$ cat src/rtl/fetch_unit.sv
// fetch_unit: instruction-fetch stage. Owns the PC, issues in-order
// instruction-memory requests and buffers returned words in a small queue
// that feeds the IF_ID register. The PCLocker and IF_IDLocker holds are
// active-low: 1 means run, 0 means hold. A redirect flushes the queue and
// marks every in-flight fetch for discard.
module fetch_unit #(
   parameter logic [31:0] RESET_PC = 32'h0000_0000,
   parameter int unsigned QDEPTH   = 2
) (
   input  logic        clk,
   input  logic        rst_n,
   input  logic        PCLocker,
   input  logic        IF_IDLocker,
   input  logic        redirectValid,
   input  logic [31:0] redirectPC,
   output logic        imemReqValid,
   output logic [31:0] imemReqAddr,
   input  logic        imemReqReady,
   input  logic        imemRespValid,
   input  logic [31:0] imemRespData,
   output logic        instValid,
   output logic [31:0] instData,
   output logic [31:0] instPC
);

   localparam int unsigned PW = $clog2(QDEPTH);
   localparam int unsigned CW = $clog2(QDEPTH + 1);
   localparam logic [CW:0] QDEPTH_W = (CW + 1)'(QDEPTH);

   // Program counter and in-flight bookkeeping.
   logic [31:0]   pc_q, pc_d;
   logic [CW-1:0] out_q, out_d;
   logic [CW-1:0] drop_q, drop_d;

   // Address FIFO: PCs of accepted requests that will still be enqueued.
   logic [31:0]   af_mem [QDEPTH];
   logic [PW-1:0] af_rd_q, af_rd_d;
   logic [PW-1:0] af_wr_q, af_wr_d;

   // Instruction queue.
   logic [31:0]   q_data [QDEPTH];
   logic [31:0]   q_pc   [QDEPTH];
   logic [PW-1:0] head_q, head_d;
   logic [PW-1:0] tail_q, tail_d;
   logic [CW-1:0] count_q, count_d;

   logic          pop;
   logic          req_fire;
   logic          resp_live;
   logic          resp_drop;
   logic          resp_keep;
   logic          push;
   logic [CW:0]   credit_used;
   logic          unused_redirect_lsbs;

   assign unused_redirect_lsbs = ^redirectPC[1:0];

   assign imemReqAddr = pc_q;
   assign instValid   = (count_q != '0);
   assign instData    = q_data[head_q];
   assign instPC      = q_pc[head_q];

   // Handshake decode: head pop, issue credit and response classification.
   always_comb begin
      pop         = (count_q != '0) & IF_IDLocker & ~redirectValid;
      // Queue slots after this cycle's pop plus in-flight requests must leave room.
      credit_used = {1'b0, count_q} - (CW + 1)'(pop) + {1'b0, out_q};
      imemReqValid = rst_n & PCLocker & ~redirectValid & (credit_used < QDEPTH_W);
      req_fire    = imemReqValid & imemReqReady;
      // A response with nothing outstanding is a stray and is ignored entirely.
      resp_live   = imemRespValid & (out_q != '0);
      resp_drop   = resp_live & (drop_q != '0);
      resp_keep   = resp_live & (drop_q == '0);
      push        = resp_keep & ~redirectValid;
   end

   // Next-state for PC, counters and pointers; a redirect overrides everything.
   always_comb begin
      pc_d    = pc_q;
      out_d   = out_q;
      drop_d  = drop_q;
      af_rd_d = af_rd_q;
      af_wr_d = af_wr_q;
      head_d  = head_q;
      tail_d  = tail_q;
      count_d = count_q;
      if (redirectValid) begin
         pc_d    = {redirectPC[31:2], 2'b00};
         // Everything still in flight after this cycle's response is old-path.
         out_d   = out_q - CW'(resp_live);
         drop_d  = out_q - CW'(resp_live);
         af_rd_d = '0;
         af_wr_d = '0;
         head_d  = '0;
         tail_d  = '0;
         count_d = '0;
      end else begin
         if (req_fire) begin
            pc_d    = pc_q + 32'd4;
            af_wr_d = af_wr_q + 1'b1;
         end
         // Dropped responses never had their address kept in the FIFO.
         if (resp_keep) begin
            af_rd_d = af_rd_q + 1'b1;
         end
         if (resp_drop) begin
            drop_d = drop_q - 1'b1;
         end
         out_d = out_q + CW'(req_fire) - CW'(resp_live);
         if (push) begin
            tail_d = tail_q + 1'b1;
         end
         if (pop) begin
            head_d = head_q + 1'b1;
         end
         count_d = count_q + CW'(push) - CW'(pop);
      end
   end

   // Control state registers.
   always_ff @(posedge clk or negedge rst_n) begin
      if (!rst_n) begin
         pc_q    <= RESET_PC;
         out_q   <= '0;
         drop_q  <= '0;
         af_rd_q <= '0;
         af_wr_q <= '0;
         head_q  <= '0;
         tail_q  <= '0;
         count_q <= '0;
      end else begin
         pc_q    <= pc_d;
         out_q   <= out_d;
         drop_q  <= drop_d;
         af_rd_q <= af_rd_d;
         af_wr_q <= af_wr_d;
         head_q  <= head_d;
         tail_q  <= tail_d;
         count_q <= count_d;
      end
   end

   // Address FIFO storage: remember the PC of each accepted request.
   always_ff @(posedge clk or negedge rst_n) begin
      if (!rst_n) begin
         af_mem <= '{default: '0};
      end else if (req_fire) begin
         af_mem[af_wr_q] <= pc_q;
      end
   end

   // Instruction queue storage: returned word paired with its fetch PC.
   always_ff @(posedge clk or negedge rst_n) begin
      if (!rst_n) begin
         q_data <= '{default: '0};
         q_pc   <= '{default: '0};
      end else if (push) begin
         q_data[tail_q] <= imemRespData;
         q_pc[tail_q]   <= af_mem[af_rd_q];
      end
   end

   // Credit invariant: queue plus in-flight never exceeds the depth.
   assert property (@(posedge clk) disable iff (!rst_n)
      ({1'b0, count_q} + {1'b0, out_q}) <= QDEPTH_W);

   // No push ever lands on a full queue.
   assert property (@(posedge clk) disable iff (!rst_n)
      push |-> ({1'b0, count_q} < QDEPTH_W));

endmodule

$ cat config.mk
export PLATFORM = sky130hd
export DESIGN_NAME = fetch_unit
export DESIGN_NICKNAME = d
export VERILOG_FILES = /design/src/rtl/fetch_unit.sv
export SDC_FILE = /design/constraint.sdc
export NUM_CORES = 1
export LEC_CHECK = 0
export CAP_MARGIN = 10
export CORE_AREA = 2 2 103 180
export CTS_BUF_LIST = sky130_fd_sc_hd__clkbuf_4 sky130_fd_sc_hd__clkbuf_8 sky130_fd_sc_hd__clkbuf_16
export DETAILED_ROUTE_END_ITERATION = 10
export DIE_AREA = 0 0 105 182
export GPL_TIMING_DRIVEN = 1
export HOLD_SLACK_MARGIN = 0.1
export PLACE_DENSITY = 0.9
export SLEW_MARGIN = 10
export SYNTH_ARGS = -nofsm -noshare
export SYNTH_HDL_FRONTEND = slang
export SYNTH_SLANG_ARGS = --single-unit
$ cat constraint.sdc
create_clock -name clk -period 5.2 [get_ports clk]
set_input_delay 1.04 -clock clk [delete_from_list [all_inputs] [get_ports clk]]
set_output_delay 1.04 -clock clk [all_outputs]
set_load 0.01 [all_outputs]
; Yosys cells after proc, flatten, opt, wreduce, memory -nomap -nowiden
; Index checks and enable logic that the tools add are counted.
[op_classes]
bitwise_logic = 15
mul = 0
div = 0
mux = 30
n_addsub = 13
n_shift = 0
magnitude_cmp = 7
reduce_logical = 11
eq_ne = 0
[op_table]
columns = operator, count
row1 = $mux 32, 13
row2 = $bwmux 64, 3
row3 = $demux 32 s1, 2
row4 = $add 32x3->32 const B, 1
row5 = $reduce_bool 2->1, 8
row6 = $and 1x1->1, 10
row7 = $ge 2x2->1 const B, 4
row8 = $mux 1, 8
row9 = $mux 2, 4
row10 = $not 1->2, 4
row11 = $sub 2x1->2, 3
row12 = $add 1x1->1 const B, 4
row13 = $add 2x1->2, 2
row14 = $lt 2x1->1 const B, 2
row15 = $add 3x2->3, 1
row16 = $lt 3x2->1 const B, 1
row17 = $sub 2x1->3, 1
row18 = $logic_and 1x1->1, 2
row19 = $logic_not 2->1, 1
row20 = $sub 2x1->2 const B, 1
row21 = $not 1->1, 1
[totals]
register_bits = 234
romBits = 0
output_inout_bits = 98
elab_cells = 90
n_memories = 0
latchBits = 0
ramBits = 0

; Longest topological paths before layout
; Gate-level depths: netlist (run 1).
[logic_depth]
ltp_word = 11
mapped_depth = 16

; Worst setup path after synthesis (run 1)
; Ideal clock, no wire load.
[synth_path]
path_kind = input port to flip-flop
startpoint = input redirectValid
endpoint = register out_q[1]
t_required_ps = 5120
stages = 15
n_path_buf = 2
slack_ps = 1122
t_arrival_ps = 3998
path_cell_list = clkbuf_1 -> clkbuf_1 -> nor2_1 -> ha_1 -> nand2b_1 -> fa_1 -> nand4_1 -> nor2_1 -> nand2_1 -> ha_1 -> inv_1 -> ha_1 -> xnor2_1 -> o21ai_0 -> xnor2_1
[synth_between]
elab_chain_cells = 10
elab_cells_between_ends = 11
classes_between = add/sub: 4 / order compare: 1 / mux: 1 / bitwise: 5
[synth_rtl]
columns = item, line
row1 = from (decl), 14  ; input logic redirectValid,
row2 = $not 1->1, "65, 68"
row3 = $and 1x1->1, 65  ; pop = (count_q != '0) & IF_IDLocker & ~redirectValid;
row4 = $sub 2x1->3, 67  ; credit_used = {1'b0, count_q} - (CW + 1)'(pop) + {1'b0, out_q};
row5 = $add 3x2->3, 67
row6 = $lt 3x2->1, 68  ; imemReqValid = rst_n & PCLocker & ~redirectValid & (credit_used < QDEPTH_W);
row7 = $and 1x1->1, 68
row8 = $and 1x1->1, 69  ; req_fire = imemReqValid & imemReqReady;
row9 = $add 2x1->2, 109  ; out_d = out_q + CW'(req_fire) - CW'(resp_live);
row10 = $sub 2x1->2, 109
row11 = $mux 2 (*), 87  ; if (redirectValid) begin
row12 = via out_d[1], 32  ; logic [CW-1:0] out_q, out_d;
row13 = to (signal assigned), 133  ; out_q <= out_d;
row14 = to (decl), 32
; Mark *: on every way through the listed nets, which the timed path passes. The rest lies on a longest branch.
; A chain may end at the register's enable or synchronous reset.

; Final worst setup path (run 1)
[layout_path]
startpoint = input IF_IDLocker
endpoint = output imemReqValid
[layout_between]
elab_chain_cells = 6
[layout_rtl]
columns = item, line
row1 = from (decl), 13  ; input logic IF_IDLocker,
row2 = $and 1x1->1 (2 in series), 65
row3 = $sub 2x1->3, 67
row4 = $add 3x2->3, 67
row5 = $lt 3x2->1, 68
row6 = $and 1x1->1, 68
row7 = to (decl), 16  ; output logic imemReqValid,
; Every way passes these cells.

==> results of run 1 <==
## routing by layer
layer | GRT usage [%] | part of all wire, % | wire length [µm] | vias to the layer above
li1 | - | - | - | 3186
met4 | 8.160 | 3.2 | 699 | 0
met1 | 29.04 | 40 | 8826 | 3361
met3 | 2.692 | 3.9 | 846 | 47
met2 | 42.52 | 53 | 11570 | 183
met5 | 0 | 0 | 0 | -
## final cells by class
type                    instances  share of cell area, %
flip-flops and latches        224                  44.69
well taps                     234                  2.334
multi-input cells             542                  33.41
repair buffers                175                  13.90
clock inverters                 2                0.07978
clock buffers                  32                  5.196
inverters                      13                 0.3889
## flip-flops by register name (all words and copies together), names as in the netlist
signal,flops
head_q,1
q_pc,60
af_rd_q,1
af_wr_q,1
q_data,64
imemReqAddr,30
out_q,2
count_q,2
drop_q,2
tail_q,1
af_mem,60
## report_power, final
part           internal (mW)  switching (mW)  total, mW  leakage (nW)
clock network          0.857           0.617       1.47         0.335
logic                   1.38           0.982       2.36          2.25
registers               2.38           0.385       2.76          2.86
total                   4.61            1.98       6.60          5.45
## worst paths after layout
path / from / cells past startpoint / to
max: IF_IDLocker / 9 / imemReqValid
min: q_data[45] / 1 / q_data[45]
max reg2reg: count_q[0] / 12 / imemReqAddr[30]
min reg2reg: q_data[45] / 1 / q_data[45]
max in group asynchronous: rst_n / 3 / q_pc[56]
min in group asynchronous: rst_n / 1 / imemReqAddr[27]
## cell families (layout without fill, tap and decap cells)
logic type / Yosys count / count (layout)
adder cells (fa/ha/maj): 10 / 10
buffers and inverters: 67 / 222
flip-flops: 224 / 224
AO/OA/AOI/OAI: 100 / 100
XOR/XNOR: 34 / 34
multiplexers: 219 / 219
other: 1 / 4
AND/OR/NAND/NOR: 175 / 175
## stage by stage
stage          hold slack (ns)  setup WS (ns)  area, µm²
2_1_floorplan           0.4750          1.122      10060
3_3_place_gp            0.4834         0.7969      11880
3_5_place_dp            0.4916         0.7690      11880
4_1_cts                 0.5064         0.7572      12550
5_1_grt                 0.5197         0.5878      12550
6_report                0.5015         0.7647      12550
## placed cells by master, fill, tap and decap left out, drive strengths merged, types with 5 or more instances in the layout
cell	n
a21oi	60
a31oi	6
and3	7
buf	15
clkbuf	32
clkdlybuf4s50	160
dfrtp	224
ha	9
inv	12
mux2	188
mux2i	31
nand2	40
nand3	11
nand4	11
nor2	81
nor3	5
nor4	5
o21ai	31
or3	6
xnor2	18
xor2	16
==> results.cfg, run 1 <==
[run_status]
status = finished clean

[placed_design]
dp_cells = 1188
gp_congestion = 0.8249
portBuffers = 162
dpl.hpwl_um = 14410

[clocking]
h-tree-depth = 1
cts.sinks = 224
cts_buffer_depth = 3
cts_tree = built
cts_made_buffers = 20
path_clk_slew_ns = 0.06
post_cts_buffers = 0
cts_resized = 0
clk-insertion-delay-late_ns = 0.49
cts_hold_buf = 0
clockRootBuffer = clkbuf_16

[critical_path]
critPathBufInv = 2
worstPathArrival_ns = 3.40
r2r_setup_slack_ns = 1.86
end_kind = primary output
crit_path_max_fanout = 4
path_delay_family = buffers and inverters
crit_type = in -> out
crit_path_max_incr_delay_ns = 0.48
critPathSlowestCell = clkdlybuf4s50_1
crit_chain = clkdlybuf4s50_1 -> nand2_1 -> nor2_1 -> ha_1 -> nand2b_1 -> fa_1 -> xnor2_1 -> nor2_1 -> clkdlybuf4s50_1
cp.required_ns = 4.16
start_kind = primary input

[power_and_ir_drop]
p_per_area_mw_per_mm2 = 525.8
p_leak_nw = 5.446
finalPower_mw = 6.597
ir_drop_uv = 271.2

[layout]
fillCellCount = 1274
nets = 1057
area_delta_synth_final_pct = 24.81
multi_input_area_mm2 = 0.004192
ff_latch_area_mm2 = 0.005607
drive_gt1_share_pct = 24.60
layoutNonFillerInstCount = 1222
fin_util_pct = 70.76
diodes = 0

[timing]
tns_ns = 0
rsz0062_at_grt = false
finalSetupViolCount = 0
tightest_slew_ns = 0.9591
slew_headroom_pct = 36.06
clock.fmax_mhz = 225.5
post-route-min-period_ns = 4.435
report.final.hold_viol_count = 0
finalCritPeriodShare_pct = 85.29
slew_violations = 0
fin_skew_ns = 0.01052

[floorplan]
die_x_um = 105
row_count = 65
initial_core_util_pct = 56.70
core_area_mm2 = 0.01773
dieArea_mm2 = 0.01911
io_pins = 169
chipHeight_um = 182

[grt]
track_usage_pct = 23.54
grt_pass1_vias = 7237
grt_max_degree = 93
grt.overflow.total = 0
grt_pass1_wl_um = 36490
grt_antenna_before_repair = 0

[synth]
synth_top_area_cell = dfrtp_1
synth_top_area_share_pct = 55.76
ys_warn_count = 0
yosys.cell_types.count = 36
synthArstFlopShare_pct = 100.0
syn_area_mm2 = 0.01005
synth.most_common_cell = dfrtp_1
synth_top_family_by_area = multiplexers
synthFlopType = dfrtp_1
synth_edf_count = 0
synth-compound-area-share_pct = 5.153
yosys.area_share.simple_pct = 7.792
synthAdderAreaFrac_pct = 1.319
ys_seq_area_share_pct = 55.76
ys_ff_latch = 224
synth.area.mux_share_pct = 24.15
syn_inst = 830
synthXorXnorAreaFrac_pct = 2.962
synth_area_leaders = dfrtp_1 (56%), mux2_2 (21%), mux2i_1 (3.1%)
synth_commonest_cells = dfrtp_1 (224), mux2_2 (188), nor2_1 (81), a21oi_1 (60), nand2_1 (40)
syn_area_per_cell_um2 = 12.11

[route]
antenna_left = 0
drcViolationCount = 0
vias = 6777
drt-initial-drc-count = 418
first_pass_iters = 4
wl_per_cell_um = 17.96
viasPerCell = 5.546
totalWireLength_um = 21940

[hold_path]
hold_class = reg -> reg

[job]
drv_cap = 0
(Power assumes the default switching activity.)
==> run 2: changes to the inputs <==
--- a/config.mk
+++ b/config.mk
@@ -5,6 +5,7 @@
 export SDC_FILE = /design/constraint.sdc
 export NUM_CORES = 1
 export LEC_CHECK = 0
+export ABC_AREA = 0
 export CAP_MARGIN = 10
 export CORE_AREA = 2 2 103 180
 export CTS_BUF_LIST = sky130_fd_sc_hd__clkbuf_4 sky130_fd_sc_hd__clkbuf_8 sky130_fd_sc_hd__clkbuf_16
@@ -13,7 +14,6 @@
 export GPL_TIMING_DRIVEN = 1
 export HOLD_SLACK_MARGIN = 0.1
 export PLACE_DENSITY = 0.9
-export SLEW_MARGIN = 10
 export SYNTH_ARGS = -nofsm -noshare
 export SYNTH_HDL_FRONTEND = slang
 export SYNTH_SLANG_ARGS = --single-unit
==> results of run 2 <==
No change in the layout: final DEF, timing and power equal those of run 1.
==> run 3: changes to the inputs <==
==> config.mk (replaced) <==
export PLATFORM = sky130hd
export DESIGN_NAME = fetch_unit
export DESIGN_NICKNAME = d
export VERILOG_FILES = /design/src/rtl/fetch_unit.sv
export SDC_FILE = /design/constraint.sdc
export NUM_CORES = 1
export LEC_CHECK = 0
export ABC_AREA = 0
export CELL_PAD_IN_SITES_DETAIL_PLACEMENT = 0
export CELL_PAD_IN_SITES_GLOBAL_PLACEMENT = 1
export CORE_AREA = 2 2 115 201
export CTS_BUF_LIST = sky130_fd_sc_hd__clkbuf_4 sky130_fd_sc_hd__clkbuf_8 sky130_fd_sc_hd__clkbuf_16
export DETAILED_ROUTE_END_ITERATION = 10
export DIE_AREA = 0 0 117 203
export GPL_TIMING_DRIVEN = 1
export HOLD_SLACK_MARGIN = 0.1
export PLACE_DENSITY = 0.89
export SYNTH_ARGS = -nofsm -noshare
export SYNTH_HDL_FRONTEND = slang
export SYNTH_SLANG_ARGS = --single-unit
==> run 3 against run 2 <==
Compared with the run above:
- core utilization is 14 points lower
- combinational power hardly changed
- via count fell by 0.96%
- critical endpoint unchanged
- worst hold slack lost 0.0034 ns
==> results.cfg, run 3 (synthesis gave the netlist of run 1 again) <==
[route]
vias = 6712
viasPerCell = 5.215
antenna_left = 0
wl_per_cell_um = 16.68
first_pass_iters = 4
drcViolationCount = 0
drt-initial-drc-count = 254
totalWireLength_um = 21470

[layout]
largest_reg_flops = 64
diodes = 0
drive_gt1_share_pct = 24.82
fin_util_pct = 57.22
fillCellCount = 1853
largestRegisters = q_data x64, af_mem x60, q_pc x60
final_common_cell = dfrtp_1
nets = 1059
regMostFlops = q_data
mostFrequentLayoutCells = dfrtp_1 (223), mux2_2 (188), clkdlybuf4s50_1 (160)
area_delta_synth_final_pct = 25.63

[clocking]
clockRootBuffer = clkbuf_16
cts_made_buffers = 21
h-tree-depth = 1
cts_resized = 0
cts_hold_buf = 0
cts_buffer_depth = 3
cts.sinks = 224
post_cts_buffers = 0
clk-insertion-delay-late_ns = 0.49
path_clk_slew_ns = 0.06
cts_tree = built

[grt]
use_met2_pct = 32.66
grt_pass1_vias = 6854
track_usage_pct = 18.33
grt_most_used_layer = met2
grt_max_degree = 93
met1_usage_pct = 22.70
grt.overflow.total = 0
grt_pass1_wl_um = 34850
grtUsageMet3_pct = 2.418
grt_antenna_before_repair = 0

[timing]
finalSetupViolCount = 0
tightest_slew_ns = 1.008
post-route-min-period_ns = 4.427
slew_headroom_pct = 32.79
report.final.hold_viol_count = 0
fin_skew_ns = 0.005242
tns_ns = 0
rsz0062_at_grt = false
finalCritPeriodShare_pct = 85.13
clock.fmax_mhz = 225.9
slew_violations = 0

[placed_design]
dpl.hpwl_um = 14510
portBuffers = 162
gp_congestion = 0.7561

[critical_path]
reg2reg_to = imemReqAddr[30]
end_kind = primary output
worstPathArrival_ns = 3.39
rr_startpoint = count_q[1]
cp.required_ns = 4.16
start_kind = primary input
crit_path_max_fanout = 4
r2r_setup_slack_ns = 1.85
r2r_cells = 12
crit_type = in -> out

[floorplan]
core_area_mm2 = 0.02207
initial_core_util_pct = 45.54
io_pins = 169
chipHeight_um = 203
dieArea_mm2 = 0.02375
die_x_um = 117
row_count = 72

[hold_path]
hold_class = reg -> reg
hold-path-cell-count = 1
min_to = q_data[34]
min-delay-start = q_data[34]

[power_and_ir_drop]
ir_drop_uv = 200.5
internal_power_mw = 4.603
pwr-share-clk_pct = 22.3
p_leak_nw = 5.454
pwr-share-seq_pct = 42.0
switching_share_pct = 29.85
combPwrFrac_pct = 35.7
power_switching_mw = 1.958
p_per_area_mw_per_mm2 = 519.5

[run_status]
status = finished clean

[job]
drv_cap = 0
-- run 3: cell count changes in the layout (fill, tap and decap cells not counted), sizes merged --
cell	before	now
buf	15	16
clkinv	3	5
-- run 3: power by group through the flow --
stage | combinational [mW] | clock (mW) | sequential, mW
after floorplan | 1.44 | 0 | 2.65
after global placement | 2.32 | 0 | 2.73
after detailed placement | 2.37 | 0 | 2.79
after CTS | 2.38 | 1.50 | 2.76
after global routing | 2.58 | 1.57 | 2.84
final | 2.34 | 1.46 | 2.75
-- run 3: cell type report --
class	count	area, µm²	area share, %
Sequential cell	224	5607	44.40
Tap cell	296	370.4	2.933
Clock inverter	4	20.02	0.1585
Multi-Input combinational cell	542	4192	33.19
Inverter	13	48.80	0.3864
Clock buffer	32	639.4	5.063
Timing Repair Buffer	176	1752	13.87
-- run 3: layer usage --
layer	routed length, µm	up-vias
met2	11290	175
met1	8685	3343
li1	-	3165
met4	501	0
met5	0	-
met3	991	29
-- run 3: how the worst max path moves through the flow --
stage | startpoint | end | slack (ns) | cells after the start
global route | IF_IDLocker | imemReqValid | 0.58 | 9
floorplan | redirectValid | out_q[1] | 1.12 | 15
global placement | IF_IDLocker | imemReqValid | 0.76 | 9
finish | IF_IDLocker | imemReqValid | 0.77 | 9
CTS | IF_IDLocker | imemReqValid | 0.74 | 9
detailed placement | IF_IDLocker | imemReqValid | 0.75 | 9
-- run 3: worst max-delay path, cell delays in order --
cell and delay (ns):
clkdlybuf4s50_1 0.45, nand2_1 0.07, nor2_1 0.14, ha_1 0.24, nand2b_1 0.15, fa_1 0.37
xnor2_1 0.34, nor2_1 0.09, clkdlybuf4s50_1 0.48
-- run 3: per-stage QoR --
step	power, mW	hold WS (ns)	instances	setup WS [ns]	instance area, µm²
finish	6.561	0.4981	1287	0.7734	12630
global route	6.993	0.5166	1287	0.5787	12630
CTS	6.639	0.5037	1287	0.7374	12630
detailed placement	5.152	0.4903	1251	0.7536	11970
global placement	5.053	0.4827	1251	0.7639	11970
floorplan	4.091	0.4750	833	1.122	10060
==> patch 1 (settings of run 1) <==
Change the parameter `QDEPTH` from 2 to 1.
--- a/src/rtl/fetch_unit.sv
+++ b/src/rtl/fetch_unit.sv
@@ -7,3 +7,3 @@
    parameter logic [31:0] RESET_PC = 32'h0000_0000,
-   parameter int unsigned QDEPTH   = 2
+   parameter int unsigned QDEPTH   = 1
 ) (
Function: changed (a bounded check fails within 4 cycles, from zero or initial values and one cycle with rst_n low).
==> patch 1 against run 1 <==
Synthesized area down 44%. Worst setup slack better by 0.10 ns. Wire length down 32%. Non-clock buffer count down 7. Count of clock-buffer cells in the layout down 15. Final area down 35%. Via count down 38%. Utilization down 25 points. Largest cell class unchanged. Clock skew up 0.0020 ns. Sequential cell count down 95. Total power down 44%.
==> patch 1: results (changes against run 1) <==
run_status:
  status: "complete, no violations"  # unchanged
clock_tree:
  cts_resized: 0  # unchanged
  cts_buffers: 17  # was 20
  root_buffer: "clkbuf_16"  # unchanged
  htreeDepth: 4  # was 1
  cts_setup_buffers: 0  # unchanged
  clk_pin_slew_ns: 0.06  # about the same
  clock_latency_ns: 0.41  # was 0.49 ns
  cts_buffer_depth: 2  # was 3
cells_and_area:
  nNetsFinal: 694  # was 1057
  largest_register: "q_data"  # unchanged
  multi_input_comb_area_sq_um: 2230  # was 4190 sq um
  largest_reg_flops: 32  # was 64
  drive_above_1_share_pct: 18.7  # was 24.6%
  fillers: 1615  # was 1274
route:
  drtPass1Iterations: 4  # unchanged
  routed-via-count: 4216  # was 6777
  vias_per_cell: 4.86  # was 5.55
  drtIter0Drc: 178  # was 418
  wl_per_cell_microns: 17.2  # was 18.0 microns
worst_setup_path:
  r2r_cells: 9  # was 12
  crit_fanout: 10  # was 4
  arrival_ns: 3.29  # was 3.40 ns
  critical-path-top-delay-family: "buffers and inverters"  # unchanged
  max_stage_delay_ns: 0.56  # was 0.48 ns
  slowest_stage: "clkdlybuf4s50_1"  # unchanged
global_route:
  grt_use_total_pct: 16.3  # was 23.5%
  grt_max_degree: 59  # was 93
  grt_pass1_vias: 4360  # was 7237
  antenna_found_initial: 2  # was 0
  grt_pass1_wl_mm: 24.0  # was 36.5 mm
  overflow: 0  # unchanged
yosys:
  synth_commonest_cells: "dfrtp_1, mux2_2, nand2_1, o21ai_0, mux2_1"  # was dfrtp_1, mux2_2, nor2_1, a21oi_1, nand2_1
  syn_avg_cell_area_sq_um: 12.5  # was 12.1 sq um
  ys_warn_count: 0  # unchanged
  ys_seq_area_share_pct: 57.3  # was 55.8%
  synth_ff_type: "dfrtp_1"  # unchanged
  synthArstFlopShare_pct: 100  # unchanged
  synth_cell_types: 49  # was 36
  ys_top_cells_by_area: "dfrtp_1, mux2_2, mux2_1"  # was dfrtp_1, mux2_2, mux2i_1
sta:
  finClkSkew_ns: 0.0125  # was 0.0105 ns
  slew_headroom_pct: 40.9  # was 36.1%
pwr:
  p_switching_uw: 977  # was 1980 uW
  ir_drop_mv: 0.189  # was 0.271 mV
  p_leak_uw: 0.00348  # was 0.00545 uW
placed_design:
  dpl-instance-area_sq_um: 7460  # was 11900 sq um
  io_buffer_count: 162  # unchanged
  dp.cells: 833  # was 1188
  dp_hpwl_mm: 10.9  # was 14.4 mm
  place.gp.congestion: 0.777  # was 0.825
  dpl_worst_slack_ns: 0.841  # was 0.769 ns
min_path:
  hold_class: "in2async"  # was reg2reg
==> patch 1: power groups by stage <==
stage	clock network, uW	registers, uW	logic, uW
2_1_floorplan	0	1530	280
3_3_place_gp	0	1450	902
3_5_place_dp	0	1480	929
4_1_cts	1360	1460	932
5_1_grt	1410	1500	977
6_report	1330	1460	915
==> patch 1: kinds of logic (layout without fill, tap and decap cells) <==
| kind of cell | count (synthesis) | after routing | synth area share (%) |
|---|---|---|---|
| flops | 129 | 129 | 57.3 |
| simple gates | 123 | 123 | 11.8 |
| mux | 92 | 92 | 18.3 |
| compound gates | 50 | 50 | 5.62 |
| buf+inv | 36 | 212 | 3.25 |
| xor+xnor | 16 | 16 | 2.49 |
| fa+ha+maj | 5 | 5 | 1.11 |
| other cells | 1 | 6 | 0.0666 |
==> patch 1: worst paths after layout <==
path	start	end	slack, ns
max reg2reg	instValid	af_mem[8]	2.18
min reg2reg	af_mem[17]	af_mem[17]	0.48
max	redirectValid	imemReqValid	0.87
min	rst_n	q_data[25]	0.46
max in group asynchronous	rst_n	instValid	3.74
min in group clk	af_mem[17]	af_mem[17]	0.48
==> patch 1: final cells by class <==
cell class,count,area share (%)
Clock buffer,17,5.24
Inverter,12,0.554
Tap cell,234,3.60
Multi-Input combinational cell,290,27.5
Timing Repair Buffer,168,20.5
Antenna cell,2,0.0616
Sequential cell,129,39.7
Clock inverter,15,2.83
==> patch 1: per-layer routing <==
metal	vias to the layer above	part of all wire, %	track usage [%]
met5	-	0	0
met4	0	3.4	8.69
met3	29	3.8	2.69
met2	135	55	29.0
met1	2112	38	18.4
li1	1940	-	-
==> patch 2 (settings of run 1) <==
Without the edit above. Make the reset (`rst_n`) synchronous in 3 clocked blocks.
--- a/src/rtl/fetch_unit.sv
+++ b/src/rtl/fetch_unit.sv
@@ -120,3 +120,3 @@
    // Control state registers.
-   always_ff @(posedge clk or negedge rst_n) begin
+   always_ff @(posedge clk) begin
       if (!rst_n) begin
@@ -143,3 +143,3 @@
    // Address FIFO storage: remember the PC of each accepted request.
-   always_ff @(posedge clk or negedge rst_n) begin
+   always_ff @(posedge clk) begin
       if (!rst_n) begin
@@ -152,3 +152,3 @@
    // Instruction queue storage: returned word paired with its fetch PC.
-   always_ff @(posedge clk or negedge rst_n) begin
+   always_ff @(posedge clk) begin
       if (!rst_n) begin
Formal check against the unedited RTL: differs if rst_n is asserted again (counterexample within 4 cycles, from zero or initial values and one cycle with rst_n low); with rst_n held inactive, the same outputs for 4 cycles.
==> patch 2 against run 1 <==
Sequential cell count unchanged. Wire length rose by 11%. Worst setup slack got worse by 0.15 ns. Non-clock buffer count grew 5. Final area down 3.7%. Highest routed layer unchanged. Critical path type unchanged. Utilization decreased by 2.6 points. Synthesized area fell by 3.3%.
Power is not compared: it rests on default switching activity, and its combinational part moved more than twofold at a synthesized area within 25%.
==> patch 2: results (changes against run 1) <==
cells_and_area:
  clock_area_share_pct: 5.48  # was 5.28%
  fillers: 1416  # was 1274
  non_clock_buffer_area_share_pct: 14.8  # was 13.9%
  nClkBuffers: 30  # was 32
  antenna_cells: 1  # was 0
  seq_cells: 224  # unchanged
  n_all_buffers: 180  # was 175
  drive_above_1_share_pct: 10.6  # was 24.6%
  nNetsFinal: 1341  # was 1057
  multi_input_comb_area_sq_um: 4780  # was 4190 sq um
  multi_input_gates: 816  # was 542
  inverters: 17  # was 13
  seq_area_share_pct: 37.1  # was 44.7%
global_route:
  grt_pass1_wl_mm: 40.0  # was 36.5 mm
  grt_max_degree: 117  # was 93
  grt_pass1_vias: 8239  # was 7237
  grt_use_total_pct: 25.0  # was 23.5%
  antenna_found_initial: 1  # was 0
clock_tree:
  root_buffer: "clkbuf_16"  # unchanged
  cts_buffers: 21  # was 20
yosys:
  synthArstFlopShare_pct: 0  # was 100%
  synth_commonest_cells: "nand2_1, dfxtp_1, a21oi_1, nor2_1, clkbuf_1"  # was dfrtp_1, mux2_2, nor2_1, a21oi_1, nand2_1
  synth_cell_types: 44  # was 36
  ys_warn_count: 0  # unchanged
  netlist_instances: 1148  # was 830
  ys_top_cells_by_area: "dfxtp_1, nand2_1, a21oi_1"  # was dfrtp_1, mux2_2, mux2i_1
  ys_seq_area_share_pct: 46.1  # was 55.8%
worst_setup_path:
  arrival_ns: 3.55  # was 3.40 ns
  max_stage_delay_ns: 0.57  # was 0.48 ns
  crit_fanout: 4  # unchanged
route:
  routed_wirelength_mm: 24.3  # was 21.9 mm
  drtIter0Drc: 510  # was 418
  drtPass1Iterations: 5  # was 4
  wl_per_cell_microns: 16.2  # was 18.0 microns
  routed-via-count: 8473  # was 6777
run_status:
  status: "complete, no violations"  # unchanged
placed_design:
  place.gp.congestion: 0.868  # was 0.825
  dpl_worst_slack_ns: 0.645  # was 0.769 ns
  dp_hpwl_mm: 16.1  # was 14.4 mm
  dp.cells: 1471  # was 1188
sta:
  finClkSkew_ns: 0.00905  # was 0.0105 ns
  fin_crit_sh_pct: 88.3  # was 85.3%
  slew_headroom_pct: 33.0  # was 36.1%
pwr:
  p_leak_uw: 0.00402
[patch 2: cell count changes after synthesis, moves of 6 or more]
cell / delta
a21oi_1: +89
mux2_2: -126
clkbuf_1: +34
or3_1: -6
dfxtp_1: +224
a31oi_1: -6
a211oi_1: +63
nand2_1: +212
dfrtp_1: -224
o21ai_0: +20
[patch 2: through the flow]
stage / total power (uW) / cell area, sq um
after floorplan: 2380 / 9730
after global routing: 4350 / 12100
final: 4170 / 12100
after global placement: 2690 / 11400
after CTS: 4190 / 12100
after detailed placement: 2720 / 11400
[patch 2: metal layers]
layer | part of all wire [%] | track usage (%) | vias up
li1 | - | - | 4143
met1 | 41 | 29.6 | 4014
met2 | 51 | 44.5 | 264
met3 | 4.1 | 2.37 | 52
met4 | 3.9 | 12.7 | 0
met5 | 0 | 0 | -
[patch 2: final timing paths]
| check | startpoint | to | slack [ns] | cells past startpoint |
|---|---|---|---|---|
| worst max register to register | count_q[0] | out_q[1] | 1.69 | 17 |
| worst min-delay path | q_data[32] | q_data[32] | 0.45 | 2 |
| worst max-delay path | IF_IDLocker | imemReqValid | 0.61 | 9 |
| worst min register to register | q_data[32] | q_data[32] | 0.45 | 2 |
[patch 2: power by group through the flow]
stage | clock, uW | combinational [uW] | sequential (uW)
6_report | 1490 | 765 | 1920
5_1_grt | 1580 | 835 | 1930
4_1_cts | 1510 | 769 | 1920
3_5_place_dp | 0 | 764 | 1950
3_3_place_gp | 0 | 742 | 1950
2_1_floorplan | 0 | 463 | 1920
[patch 2: logic make-up after synthesis]
family,share of synthesized area [%]
flops,46.1
fa+ha+maj,1.36
mux,10.5
xor+xnor,3.33
simple gates,17.6
buf+inv,4.92
compound gates,16.1
other cells,0.0386
